===== src/rtl/cpu_pkg.sv =====
// Shared CPU definitions: data-memory arbiter state encoding and requester port indices.
// Pure declarations; no latency or flow control of its own.
package cpu_pkg;

  typedef enum logic [1:0] {
    IDLE   = 2'd0,
    ACCESS = 2'd1,
    DONE   = 2'd2
  } dmem_arb_state_e;

  localparam int PORT_CU = 0;
  localparam int PORT_LD = 1;

endpackage


===== src/rtl/dmem_arbiter_rr_pick2.sv =====
// Combinational 2-way round-robin picker: one-hot winner, zero when nothing requests.
// Zero latency; no backpressure, the caller decides when to act on the result.
module rr_pick2
  import cpu_pkg::*;
(
  input  logic [1:0] req,
  input  logic       last,
  output logic [1:0] win
);

  always_comb begin
    win = 2'b00;
    if (req == 2'b11) begin
      // Contention goes to whichever port was not served last.
      win[PORT_CU] = last;
      win[PORT_LD] = ~last;
    end else begin
      win = req;
    end
  end

endmodule


===== src/rtl/dmem_arbiter.sv =====
// Two-port round-robin owner of the single-port dmem; req -> ack takes MEM_LAT+1 cycles, one access in flight.
// Requesters hold req until ack; optional grant locking under DMEM_ARB_LOCK_EN.
module dmem_arbiter
  import cpu_pkg::*;
#(
  parameter int BUS_WIDTH = 16,
  parameter int ADDR_W    = 8,
  parameter int MEM_LAT   = 2
) (
  input  logic                   clk,
  input  logic                   reset_n,
  input  logic [1:0]             req,
  input  logic [1:0]             we,
  input  logic [2*ADDR_W-1:0]    addr,
  input  logic [2*BUS_WIDTH-1:0] wdata,
`ifdef DMEM_ARB_LOCK_EN
  input  logic [1:0]             lock,
`endif
  output logic [1:0]             gnt,
  output logic [1:0]             ack,
  output logic [BUS_WIDTH-1:0]   rdata,
  output logic                   busy,
  output logic                   mem_en,
  output logic                   mem_we,
  output logic [ADDR_W-1:0]      mem_addr,
  output logic [BUS_WIDTH-1:0]   mem_wdata,
  input  logic [BUS_WIDTH-1:0]   mem_rdata
);

  generate
    if (MEM_LAT < 1 || MEM_LAT > 15) begin : g_bad_lat
      $error("dmem_arbiter: MEM_LAT must be in 1..15");
    end
  endgenerate

  dmem_arb_state_e state_q, state_d;
  logic [3:0]           cnt_q;
  logic                 win_q;
  logic                 we_q;
  logic [ADDR_W-1:0]    addr_q;
  logic [BUS_WIDTH-1:0] wdata_q;
  logic [BUS_WIDTH-1:0] rdata_q;
  logic                 rr_last_q;
  logic [1:0]           pick_win;
  logic [1:0]           sel_win;
  logic                 sel_port;
  logic [1:0]           win_oh;
  logic                 last_cyc;

  rr_pick2 u_pick (
    .req  (req),
    .last (rr_last_q),
    .win  (pick_win)
  );

`ifdef DMEM_ARB_LOCK_EN
  logic lock_q;
  // A locked owner keeps the memory as long as it keeps asking for it.
  assign sel_win = (lock_q && req[win_q]) ? (win_q ? 2'b10 : 2'b01) : pick_win;
`else
  assign sel_win = pick_win;
`endif

  assign sel_port = sel_win[PORT_LD];
  assign win_oh   = win_q ? 2'b10 : 2'b01;
  assign last_cyc = (cnt_q == 4'(MEM_LAT - 1));

  always_comb begin
    state_d = state_q;
    case (state_q)
      IDLE:    if (|sel_win) state_d = ACCESS;
      ACCESS:  if (last_cyc) state_d = DONE;
      DONE:    state_d = IDLE;
      default: state_d = IDLE;
    endcase
  end

  always_comb begin
    gnt       = (state_q != IDLE) ? win_oh : 2'b00;
    ack       = (state_q == DONE) ? win_oh : 2'b00;
    busy      = (state_q != IDLE);
    mem_en    = (state_q == ACCESS);
    mem_we    = mem_en & we_q;
    mem_addr  = mem_en ? addr_q : '0;
    mem_wdata = mem_en ? wdata_q : '0;
    rdata     = rdata_q;
  end

  always_ff @(posedge clk or negedge reset_n) begin
    if (!reset_n) begin
      state_q   <= IDLE;
      cnt_q     <= '0;
      win_q     <= 1'b0;
      we_q      <= 1'b0;
      addr_q    <= '0;
      wdata_q   <= '0;
      rdata_q   <= '0;
      rr_last_q <= 1'b1;
`ifdef DMEM_ARB_LOCK_EN
      lock_q    <= 1'b0;
`endif
    end else begin
      state_q <= state_d;
      case (state_q)
        IDLE: begin
          cnt_q <= '0;
          if (|sel_win) begin
            win_q   <= sel_port;
            we_q    <= we[sel_port];
            addr_q  <= sel_port ? addr[2*ADDR_W-1:ADDR_W] : addr[ADDR_W-1:0];
            wdata_q <= sel_port ? wdata[2*BUS_WIDTH-1:BUS_WIDTH] : wdata[BUS_WIDTH-1:0];
          end
        end
        ACCESS: begin
          cnt_q <= cnt_q + 4'd1;
          if (last_cyc && !we_q) rdata_q <= mem_rdata;
        end
        DONE: begin
`ifdef DMEM_ARB_LOCK_EN
          lock_q <= lock[win_q];
          if (!lock[win_q]) rr_last_q <= win_q;
`else
          rr_last_q <= win_q;
`endif
        end
        default: cnt_q <= '0;
      endcase
    end
  end

endmodule

===== config.mk =====
export PLATFORM = sky130hd
export DESIGN_NAME = dmem_arbiter
export DESIGN_NICKNAME = d
export VERILOG_FILES = /design/src/rtl/cpu_pkg.sv /design/src/rtl/dmem_arbiter_rr_pick2.sv /design/src/rtl/dmem_arbiter.sv
export SDC_FILE = /design/constraint.sdc
export NUM_CORES = 1
export LEC_CHECK = 0
export CORE_MARGIN = 10
export CORE_UTILIZATION = 44
export CTS_CLUSTER_DIAMETER = 100
export DETAILED_ROUTE_END_ITERATION = 16
export PLACE_DENSITY = 0.95
export SYNTH_ARGS = -nofsm -noshare
export SYNTH_HDL_FRONTEND = slang
export SYNTH_SLANG_ARGS = --single-unit

===== constraint.sdc =====
create_clock -name clk -period 5.1 [get_ports clk]
set_input_delay 1.02 -clock clk [delete_from_list [all_inputs] [get_ports clk]]
set_output_delay 1.02 -clock clk [all_outputs]
set_load 0.005 [all_outputs]

# Word level (Yosys, flattened, before mapping)

Cells that the tools add are included.

Add/subtract/negate cells: 1
$lt $le $gt $ge: 1
Equal/unequal tests: 6
Multiplexer cells: 14
Bitwise operators: 2
Reductions and logical operators: 8

Operators with widths:

| operator                                                                 | number |
|---|---|
| 16-bit 2-to-1 mux                                                        | 2 |
| 8-bit 2-to-1 mux                                                         | 2 |
| 2-bit 2-to-1 mux                                                         | 6 |
| 4-bit case mux with 2 select lines                                       | 1 |
| 2-bit AND reduction                                                      | 3 |
| 4-bit by 1-bit adder with 4-bit output (second input constant)           | 1 |
| 2-bit equality test (second input constant)                              | 2 |
| 4-bit by 1-bit equality test with 1-bit output (second input constant)   | 1 |
| 2-bit case mux with 2 select lines                                       | 1 |
| 2-bit by 1-bit equality test with 1-bit output (second input constant)   | 1 |
| 2-bit zero test                                                          | 1 |
| 1-bit by 2-bit < comparator with 1-bit output (second input constant)    | 1 |
| 1-bit 2-to-1 mux                                                         | 2 |
| 2-bit by 1-bit inequality test with 1-bit output (second input constant) | 1 |
| 2-bit inequality test (second input constant)                            | 1 |
| 2-bit nonzero test                                                       | 1 |
| 2-bit OR reduction                                                       | 1 |
| 1-bit AND                                                                | 1 |
| 1-bit logical AND                                                        | 1 |
| 1-bit zero test                                                          | 1 |
| 1-bit NOT                                                                | 1 |

Flip-flop bits (word level): 49
Bits of input ports: 70
Output and inout bits: 47

# Logic depth before layout (Yosys ltp)

Gate-level depths: netlist of the first run.

Word-level depth: 5
Mapped depth: 6
Depth with buffers taken out: 5

# Hierarchy

Synthesis of the first run repeated with hierarchy kept, for this count alone.

Cell total of the unflattened synthesis: 183
Area, all modules: 2402.3 µm²

Modules (own cells, without submodules):

| module       | instances | cells each | area an instance (µm²) |
|---|---|---|---|
| dmem_arbiter | 1         | 180        | 2383.5 |
| rr_pick2     | 1         | 3          | 18.8 |

# Least setup slack after synthesis of the first run

Ideal clock, no wire load.

Kind: register to output
Start point: reg state_q[1]
End point: out mem_wdata[10]
Arrival time: 1163 ps
Required time: 4080 ps
Slack: 2917 ps
Cell stages (with the launch flop): 5
Path through: dfrtp_1 -> nand2b_1 -> inv_1 -> clkbuf_1 -> and2_1

Cells in the longest elaborated chain, start to end: 2

Ends and longest elaborated chain:

| what                                           | RTL line            | RTL |
|---|---|---|
| start, declared                                | dmem_arbiter.sv:36  | `dmem_arb_state_e state_q, state_d;` |
| start signal, assigned                         | dmem_arbiter.sv:103 | `state_q <= state_d;` |
| 2-bit by 1-bit equality test with 1-bit output | dmem_arbiter.sv:82  | `mem_en = (state_q == ACCESS);` |
| via mem_en                                     | dmem_arbiter.sv:23  | `output logic mem_en,` |
| 16-bit 2-to-1 mux                              | dmem_arbiter.sv:85  | `mem_wdata = mem_en ? wdata_q : '0;` |
| end, declared                                  | dmem_arbiter.sv:26  | `output logic [BUS_WIDTH-1:0] mem_wdata,` |

The timed path passes the listed nets, and every way through them passes these cells.

# Worst setup path after layout of the first run

Start point: reg state_q[1]
End point: out mem_wdata[12]

Cells in the longest elaborated chain, start to end: 2

Ends and longest elaborated chain:

| what                                           | RTL line |
|---|---|
| 2-bit by 1-bit equality test with 1-bit output | dmem_arbiter.sv:82 |
| 16-bit 2-to-1 mux                              | dmem_arbiter.sv:85 |

No other way between the ends.

==> results.yml, run 1 <==
outcome:
  status: "completed"
floorplan:
  num_rows: 26
  die_area_um2: 8820
  start_util_pct: 46.2
  die_w_um: 93.9
  die_y_um: 93.9
  coreArea_um2: 5200
  boundaryPins: 117
clock_network:
  ctsHoldBuffers: 0
  clkTransAtPathRegs_ps: 80
  cts_buffer_depth: 2
  h-tree-depth: 2
  clk_latency_ps: 290
  cts_resized: 0
  cts_root_buffer: "clkbuf_8"
  cts_buffers: 5
  tritoncts: "yes"
  cts_setup_buffers: 0
  clock-sinks: 49
yosys:
  synthCells: 181
  synth_seq_cells: 49
  yosysSeqAreaShare_pct: 51.1
  ys_types: 24
  syn_area_um2: 2400
  syn-num-nets: 253
  avgSynthCellArea_um2: 13.3
  yosysWarnings: 0
setup_path:
  cp.required_ps: 4080
  worst_setup_path_end_kind: "output pin"
  r2r_end: "rdata[10]$_DFFE_PN0P_"
  crit_path_max_incr_delay_ps: 580
  worst_path_max_delay_cell: "inv_1"
  r2r_cells: 5
  crit_fanout: 27
  cp.arrival_ps: 2280
  rr_startpoint: "cnt_q[1]$_DFFE_PN0P_"
  crit_path_start_kind: "flop"
  reg2reg_slack_ps: 2930
  crit_chain: "nand2b_1 > inv_1 > and2_1 > clkdlybuf4s50_1"
  worstSetupPathType: "reg -> out"
power:
  power_density_nw_per_um2: 543
  leakagePower_nw: 1.49
  power_mw: 1.99
  irDropWorstVdd_mv: 0.281
placement:
  place_congestion: 0.701
  port_buffers: 116
  place_hpwl_mm: 5.12
hold_path:
  holdPathStages: 1
  whs_endpoint: "addr_q[6]$_DFFE_PN0P_"
  hold_path.startpoint: "addr_q[6]$_DFFE_PN0P_"
  hold_class: "reg -> reg"
drt:
  drt_iter0_drc: 57
  wire_per_inst_um: 17.9
  via_count: 1773
  first_pass_iters: 4
  drcViolationCount: 0
  drt-total-wl_mm: 6.59
  viasPerCell: 4.82
  postRouteAntennaNets: 0
layout:
  nets: 369
  antennaDiodeCount: 0
  area_growth_pct: 52.8
  drive_gt1_share_pct: 26.5
global_routing:
  grt_antenna_before_repair: 0
  grt_max_degree: 50
  grt_pass1_vias: 1987
  grt_pass1_wl_mm: 10.5
  grt_usage_pct: 14.9
  overflow: 0
sta:
  slew_headroom_pct: 27.1
  hold_slack_ps: 499
  worst_slew_pin_slew_ps: 1090
  rsz0062_at_grt: "no"
  timing_max_transition_violations_final: 0
  fin_skew_ps: 7.26
  post-route-period-util_pct: 64.8
  finalSetupTns_ps: 0
  timing.final.crit_period_ps: 3300
  fmax_ghz: 0.303
  setup_viol: 0
  hold_viol_final: 0
run:
  cap_violations: 0
-- worst max path at each step --
stage / end / slack, ps / startpoint / cells past startpoint
after detailed placement: mem_wdata[12] / 2110 / state_q[1]$_DFFE_PN0P_ / 4
final: mem_wdata[12] / 1800 / state_q[1]$_DFFE_PN0P_ / 4
after global placement: mem_wdata[7] / 2180 / state_q[1]$_DFFE_PN0P_ / 4
after floorplan: mem_wdata[10] / 2920 / state_q[1]$_DFFE_PN0P_ / 4
after CTS: mem_wdata[12] / 1760 / state_q[1]$_DFFE_PN0P_ / 4
after global routing: mem_wdata[12] / 1610 / state_q[1]$_DFFE_PN0P_ / 4
-- area by class of cell --
class,count,area (µm²)
multi-input combinational,120,1100
clock buffer,8,80.1
timing repair buffer,117,1160
fill,401,1530
tap,70,87.6
inverter,4,15.0
sequential,49,1230
-- power by group --
| group | total [mW] | leakage, nW | switching, mW | internal, mW |
|---|---|---|---|---|
| Combinational | 1.08 | 0.876 | 0.384 | 0.700 |
| Clock | 0.218 | 0.0395 | 0.121 | 0.0977 |
| Sequential | 0.689 | 0.580 | 0.102 | 0.587 |
-- cell usage in the layout, fill, tap and decap left out, drive strengths merged, types with 2 or more instances in the layout --
cell / netlist / layout
clkbuf: 2 / 8
and2: 27 / 27
buf: 6 / 2
o21ai: 5 / 5
clkdlybuf4s50: 0 / 115
nor2: 4 / 4
dfrtp: 48 / 48
nand2: 6 / 6
ha: 2 / 2
inv: 4 / 4
mux2: 67 / 67
-- through the flow --
step / util, % / instance area (µm²) / setup WS [ps] / instances
after floorplan: - / 2400 / 2920 / 181
after detailed placement: 69.0 / 3590 / 2110 / 360
after global routing: 70.5 / 3670 / 1610 / 368
after global placement: 69.0 / 3590 / 2180 / 360
after CTS: 70.5 / 3670 / 1760 / 368
final: 70.5 / 3670 / 1800 / 368
-- routing by layer --
layer / track usage (%) / part of all wire, %
met5: 0 / 0
met4: 2.66 / 0.61
met3: 7.27 / 11
met2: 27.6 / 52
met1: 14.9 / 36
-- sequential cells by signal, summed over array words and instances, names as in the netlist --
signal and flops:
addr_q 8, rdata 16, state_q 2, win_q 1
we_q 1, rr_last_q 1, cnt_q 4, wdata_q 16
-- worst max-delay path: cells and delay by family (launching register included) --
family                 cells  cell delay [ps]
DFF                        1              390
buffers and inverters      2             1110
and+or+nand+nor            2              490
-- cells in the mapped netlist --
cell | n | share of area, %
mux2_2 | 67 | 31
dfrtp_1 | 48 | 50
and2_1 | 27 | 7.0
nand2_1 | 6 | 0.94
inv_1 | 4 | 0.62
nor2_1 | 4 | 0.62
o21ai_0 | 4 | 0.83
buf_2 | 2 | 0.42
buf_6 | 2 | 0.94
clkbuf_1 | 2 | 0.31
ha_1 | 2 | 1.0
a21bo_2 | 1 | 0.42
buf_4 | 1 | 0.31
buf_8 | 1 | 0.62
dfstp_2 | 1 | 1.1
mux2i_1 | 1 | 0.42
nand2b_1 | 1 | 0.26
nand3_1 | 1 | 0.21
nor2b_1 | 1 | 0.26
nor3_4 | 1 | 0.68
o21ai_2 | 1 | 0.36
or3b_4 | 1 | 0.47
xnor2_1 | 1 | 0.36
xor2_1 | 1 | 0.36
-- logic make-up after synthesis --
kind of cell | after synthesis | synth area share, %
mux | 68 | 31.8
flops | 49 | 51.1
simple gates | 42 | 10.5
buf+inv | 12 | 3.23
compound gates | 6 | 1.61
xor+xnor | 2 | 0.729
fa+ha+maj | 2 | 1.04
(Power assumes the default switching activity.)
==> run 2, diff against run 1 <==
- CORE_UTILIZATION: 44 -> 37
- PLACE_DENSITY: 0.95 -> 0.86
- clock period: 5.1 -> 3 ns (I/O delays scaled with it)
==> run 2 against run 1 <==
  * Final cell count up 2.7%
  * Count of clock-buffer cells in the layout fell by 1
  * Cell area grew 2.2%
  * First-iteration DRC count fell by 8.8%
  * Wire length fell by 2.6%
  * Core utilization decreased by 11 points
  * Clock power increased by 120%
==> results.yml, run 2 (synthesis gave the netlist of run 1 again) <==
floorplan:
  boundaryPins: 117
  die_area_um2: 10100
  num_rows: 29
  die_y_um: 101
  start_util_pct: 38.0
  die_w_um: 101
  coreArea_um2: 6310
setup_path:
  crit_path_max_incr_delay_ps: 520
  crit_buf_inv: 3
  cp.required_ps: 2400
  crit_path_start_kind: "flop"
  crit_fanout: 17
  cp.arrival_ps: 2180
  worstSetupPathType: "reg -> out"
  crit_family: "buffers and inverters"
  worst_setup_path_end_kind: "output pin"
  worst_path_max_delay_cell: "clkdlybuf4s50_1"
  reg2reg_slack_ps: 860
  crit_chain: "nand2b_1 > inv_1 > buf_4 > and2_1 > clkdlybuf4s50_1"
power:
  power_density_nw_per_um2: 935
  irDropWorstVdd_mv: 0.512
  leakagePower_nw: 1.53
layout:
  nets: 372
  final_common_cell: "clkdlybuf4s50_1"
  layout_common_cells: "115 x clkdlybuf4s50_1, 67 x mux2_2, 48 x dfrtp_1, 27 x and2_1"
  antennaDiodeCount: 0
  area_growth_pct: 56.1
  drive_gt1_share_pct: 27.9
global_routing:
  grt_usage_pct: 12.7
  grt_antenna_before_repair: 0
  grt_max_degree: 50
  overflow: 0
  grt_pass1_vias: 1983
  grt_pass1_wl_mm: 10.2
drt:
  top_layer_used: "met4"
  met2_length_mm: 3.28
  via_count: 1791
  postRouteAntennaNets: 0
  first_pass_iters: 2
  drcViolationCount: 0
  viasPerCell: 4.74
  wl_met3_um: 619
  wire_per_inst_um: 17.0
  drt-total-wl_mm: 6.42
  met1Wirelength_mm: 2.43
  drt_iter0_drc: 52
sta:
  rsz0062_at_grt: "no"
  slew_headroom_pct: 27.2
  worst_slew_pin_slew_ps: 1090
  post-route-period-util_pct: 92.8
  hold_viol_final: 0
  finalSetupTns_ps: 0
  hold_slack_ps: 492
  setup_viol: 0
  timing.final.crit_period_ps: 2780
  fin_skew_ps: 10.8
  timing_max_transition_violations_final: 0
  fmax_ghz: 0.359
clock_network:
  clock-sinks: 49
  cts_buffers: 5
  tritoncts: "yes"
  clk_latency_ps: 300
  cts_buffer_depth: 2
  ctsHoldBuffers: 0
  h-tree-depth: 2
  cts_root_buffer: "clkbuf_8"
  cts_resized: 0
  cts_setup_buffers: 0
  clkTransAtPathRegs_ps: 90
run:
  cap_violations: 0
hold_path:
  hold_class: "in -> async"
outcome:
  status: "completed"
placement:
  place_congestion: 0.726
  place_hpwl_mm: 5.04
  port_buffers: 116
==> run 2: path summary, 6_finish.rpt <==
path,from,end,cells past startpoint
max,state_q[1]$_DFFE_PN0P_,mem_wdata[5],5
min,reset_n,rdata[1]$_DFFE_PN0P_,1
max reg2reg,cnt_q[1]$_DFFE_PN0P_,rdata[12]$_DFFE_PN0P_,5
min reg2reg,wdata_q[2]$_DFFE_PN0P_,wdata_q[2]$_DFFE_PN0P_,1
max in group asynchronous,reset_n,win_q$_DFFE_PN0P_,1
min in group clk,wdata_q[2]$_DFFE_PN0P_,wdata_q[2]$_DFFE_PN0P_,1
==> run 2: worst register-to-register path, cell delays in order (launching register included) <==
cell     delay [ps]
dfrtp_1         420
inv_1            70
ha_1            120
or3b_4          400
nor3_4          610
mux2_2          410
==> run 2: routing by layer <==
layer,up-vias,track usage [%]
li1,858,-
met1,865,13.3
met2,60,22.0
met3,8,6.31
met4,0,3.70
met5,-,0
==> run 2: report_power, final <==
part           switching, mW  internal, mW
clock                  0.214         0.272
sequential             0.160         0.998
combinational          0.650          1.21
==> run 2: layout make-up <==
cell class                      count  area (µm²)
Tap cell                           77        96.3
Clock buffer                        7        86.3
Multi-Input combinational cell    120        1100
Timing Repair Buffer              120        1200
Sequential cell                    49        1230
Clock inverter                      1        30.0
Fill cell                         533        2560
Inverter                            4        15.0
==> run 2: metrics by stage <==
| stage | area (µm²) | std cells | power [mW] | setup slack, ps | util (%) |
|---|---|---|---|---|---|
| CTS | 3750 | 378 | 3.57 | 169 | 59.4 |
| global placement | 3630 | 370 | 3.03 | 520 | 57.6 |
| floorplan | 2400 | 181 | 2.06 | 1170 | - |
| finish | 3750 | 378 | 3.51 | 217 | 59.4 |
| global route | 3750 | 378 | 3.77 | 31.1 | 59.4 |
| detailed placement | 3630 | 370 | 3.08 | 516 | 57.6 |
==> run 3, diff against run 2 <==
- ABC_AREA: not set -> 1
- CORE_MARGIN: 10 -> 2
- CORE_UTILIZATION: 37 -> 39
==> run 3 against run 2 <==
  * Register-to-register slack improved by 470 ps
  * Critical endpoint is now mem_we
  * Sequential power rose by 3%
  * Sequential share of layout area fell by 1.8 points
  * Cell area rose by 5.8%
  * Largest cell class unchanged
  * Global-route usage rose by 5.6 points
  * Die area fell by 23%
  * Core utilization fell by 1.3 points
  * Non-clock buffer count fell by 1
  * Critical path depth fell by 1
  * Via count rose by 49%
  * First-iteration DRC count rose by 130%
==> results.yml, run 3 <==
floorplan:
  die_y_um: 88.0
  die_w_um: 88.0
  num_rows: 30
  boundaryPins: 117
  die_area_um2: 7750
  coreArea_um2: 6830
  start_util_pct: 40.3
yosys:
  yosysSeqAreaShare_pct: 44.6
  syn_area_um2: 2750
  yosys.area.top_type: "dfrtp_1"
  synth_compound_area_share_pct: 2.18
  synthSimpleGateAreaFrac_pct: 38.8
  synth_seq_cells: 49
  synthMuxAreaShare_pct: 0
  synth_edf_count: 0
  synth.most_common_cell: "nand2_1"
  synthCells: 360
  ys_types: 28
  synthAdderAreaFrac_pct: 0.909
  synthTopCellsByCount: "133 x nand2_1, 48 x dfrtp_1, 43 x inv_1"
  synth-main-ff-cell: "dfrtp_1"
  synth_top_family_by_area: "simple AND/OR/NAND/NOR gates"
  synth_xor_area_share_pct: 0.318
  synth_area_leaders: "dfrtp_1 44%, nand2_1 18%, inv_1 5.9%"
  synth_top_area_share_pct: 43.6
  yosysWarnings: 0
  syn-num-nets: 432
  avgSynthCellArea_um2: 7.65
  async_flop_share_pct: 100
placement:
  place_hpwl_mm: 5.12
  dpl_cell_area_um2: 3870
  dp_cells: 555
  place_congestion: 0.780
  port_buffers: 116
sta:
  post-route-period-util_pct: 79.9
  fin_skew_ps: 10.4
  worst_slew_pin_slew_ps: 1070
  timing.final.crit_period_ps: 2400
  fmax_ghz: 0.417
  timing_max_transition_violations_final: 0
  hold_viol_final: 0
  setup_viol: 0
  finalSetupTns_ps: 0
  rsz0062_at_grt: "no"
  hold_slack_ps: 477
  slew_headroom_pct: 28.8
drt:
  first_pass_iters: 4
  postRouteAntennaNets: 0
  wire_per_inst_um: 12.5
  drcViolationCount: 0
  drt_iter0_drc: 118
  viasPerCell: 4.74
  via_count: 2671
  drt-total-wl_mm: 7.05
setup_path:
  rr_startpoint: "state_q[1]$_DFFE_PN0P_"
  cp.arrival_ps: 1800
  reg2reg_slack_ps: 1330
  crit_fanout: 30
  r2r_end: "rdata[13]$_DFFE_PN0P_"
  r2r_cells: 5
  worstSetupPathType: "reg -> out"
  worst_setup_path_end_kind: "output pin"
  crit_path_start_kind: "flop"
  cp.required_ps: 2400
layout:
  stdcell_count: 563
  drive_gt1_share_pct: 6.64
  final_common_cell: "nand2_1"
  fin_util_pct: 58.1
  area_growth_pct: 44.1
  layout_common_cells: "133 x nand2_1, 115 x clkdlybuf4s50_1, 48 x dfrtp_1, 43 x inv_1, 33 x nor2_1"
  antennaDiodeCount: 0
  fillers: 641
  nets: 538
  final_cell_area_um2: 3970
global_routing:
  overflow: 0
  grt_pass1_wl_mm: 11.3
  grt_max_degree: 50
  grt_pass1_vias: 2543
  grt_usage_pct: 18.3
  grt_antenna_before_repair: 0
hold_path:
  holdPathStages: 2
  whs_endpoint: "rdata[0]$_DFFE_PN0P_"
  hold_class: "reg -> reg"
  hold_path.startpoint: "rdata[0]$_DFFE_PN0P_"
power:
  irDropWorstVdd_mv: 0.481
  leakagePower_nw: 1.96
  power_density_nw_per_um2: 897
clock_network:
  clk_latency_ps: 300
  clkTransAtPathRegs_ps: 90
  clock-sinks: 49
  cts_resized: 0
  h-tree-depth: 2
  tritoncts: "yes"
  ctsHoldBuffers: 0
  cts_buffer_depth: 2
  cts_root_buffer: "clkbuf_8"
  cts_buffers: 5
  cts_setup_buffers: 0
run:
  cap_violations: 0
outcome:
  status: "completed"
==> run 3: cell count changes in the layout (fill, tap and decap cells not counted), sizes merged, moves of 3 or more <==
| cell | delta |
|---|---|
| mux2 | -67 |
| inv | +42 |
| nand2 | +131 |
| nand3 | +26 |
| and2 | -27 |
| nand4 | +18 |
| clkinv | +3 |
| nand3b | +15 |
| nor2 | +33 |
==> run 3: cell type report <==
| class | count | area (µm²) | share of cell area [%] |
|---|---|---|---|
| Timing Repair Buffer | 119 | 1180 | 29.7 |
| Sequential cell | 49 | 1230 | 30.9 |
| Tap cell | 96 | 120 | 3.03 |
| Multi-Input combinational cell | 244 | 1160 | 29.3 |
| Clock inverter | 2 | 13.8 | 0.347 |
| Inverter | 47 | 181 | 4.57 |
| Clock buffer | 6 | 82.6 | 2.08 |
==> run 3: critical path, cell delays in order, from the launching register on <==
cell,delay [ps]
dfrtp_1,430
nor2_2,220
inv_6,140
nor2_1,170
clkdlybuf4s50_1,530
==> run 3: power breakdown <==
group | switching [mW] | internal (mW)
combinational | 0.998 | 0.962
clock | 0.213 | 0.187
sequential | 0.210 | 0.988
==> run 3: kinds of logic (layout without fill, tap and decap cells) <==
| kind of cell | Yosys count | after routing |
|---|---|---|
| xor gates and xnor gates | 1 | 1 |
| and+or+nand+nor | 235 | 235 |
| adders and majority gates | 2 | 2 |
| AOI/OAI and AO/OA | 6 | 6 |
| buffers and inverters | 67 | 174 |
| DFF | 49 | 49 |
==> run 3: metal layers <==
layer	vias to the layer above	GRT usage, %	routed length [µm]
li1	1317	-	-
met3	15	3.68	497
met5	-	0	0
met1	1233	23.0	2940
met2	106	31.6	3500
met4	0	6.06	125
==> run 3: worst max path at each step <==
stage / from / endpoint / slack (ps) / cells after the start
final: state_q[1]$_DFFE_PN0P_ / mem_we / 600 / 4
after global routing: state_q[1]$_DFFE_PN0P_ / mem_we / 510 / 4
after CTS: state_q[1]$_DFFE_PN0P_ / mem_we / 580 / 4
after detailed placement: req[0] / addr_q[2]$_DFFE_PN0P_ / 740 / 6
after global placement: req[0] / addr_q[2]$_DFFE_PN0P_ / 850 / 6
after floorplan: state_q[1]$_DFFE_PN0P_ / mem_addr[0] / 1410 / 5
==> run 3: metrics by stage <==
stage	worst slack, ps	power, mW
final	603	3.56
after global routing	512	3.88
after CTS	575	3.61
after detailed placement	742	3.19
after global placement	850	3.13
after floorplan	1410	2.38
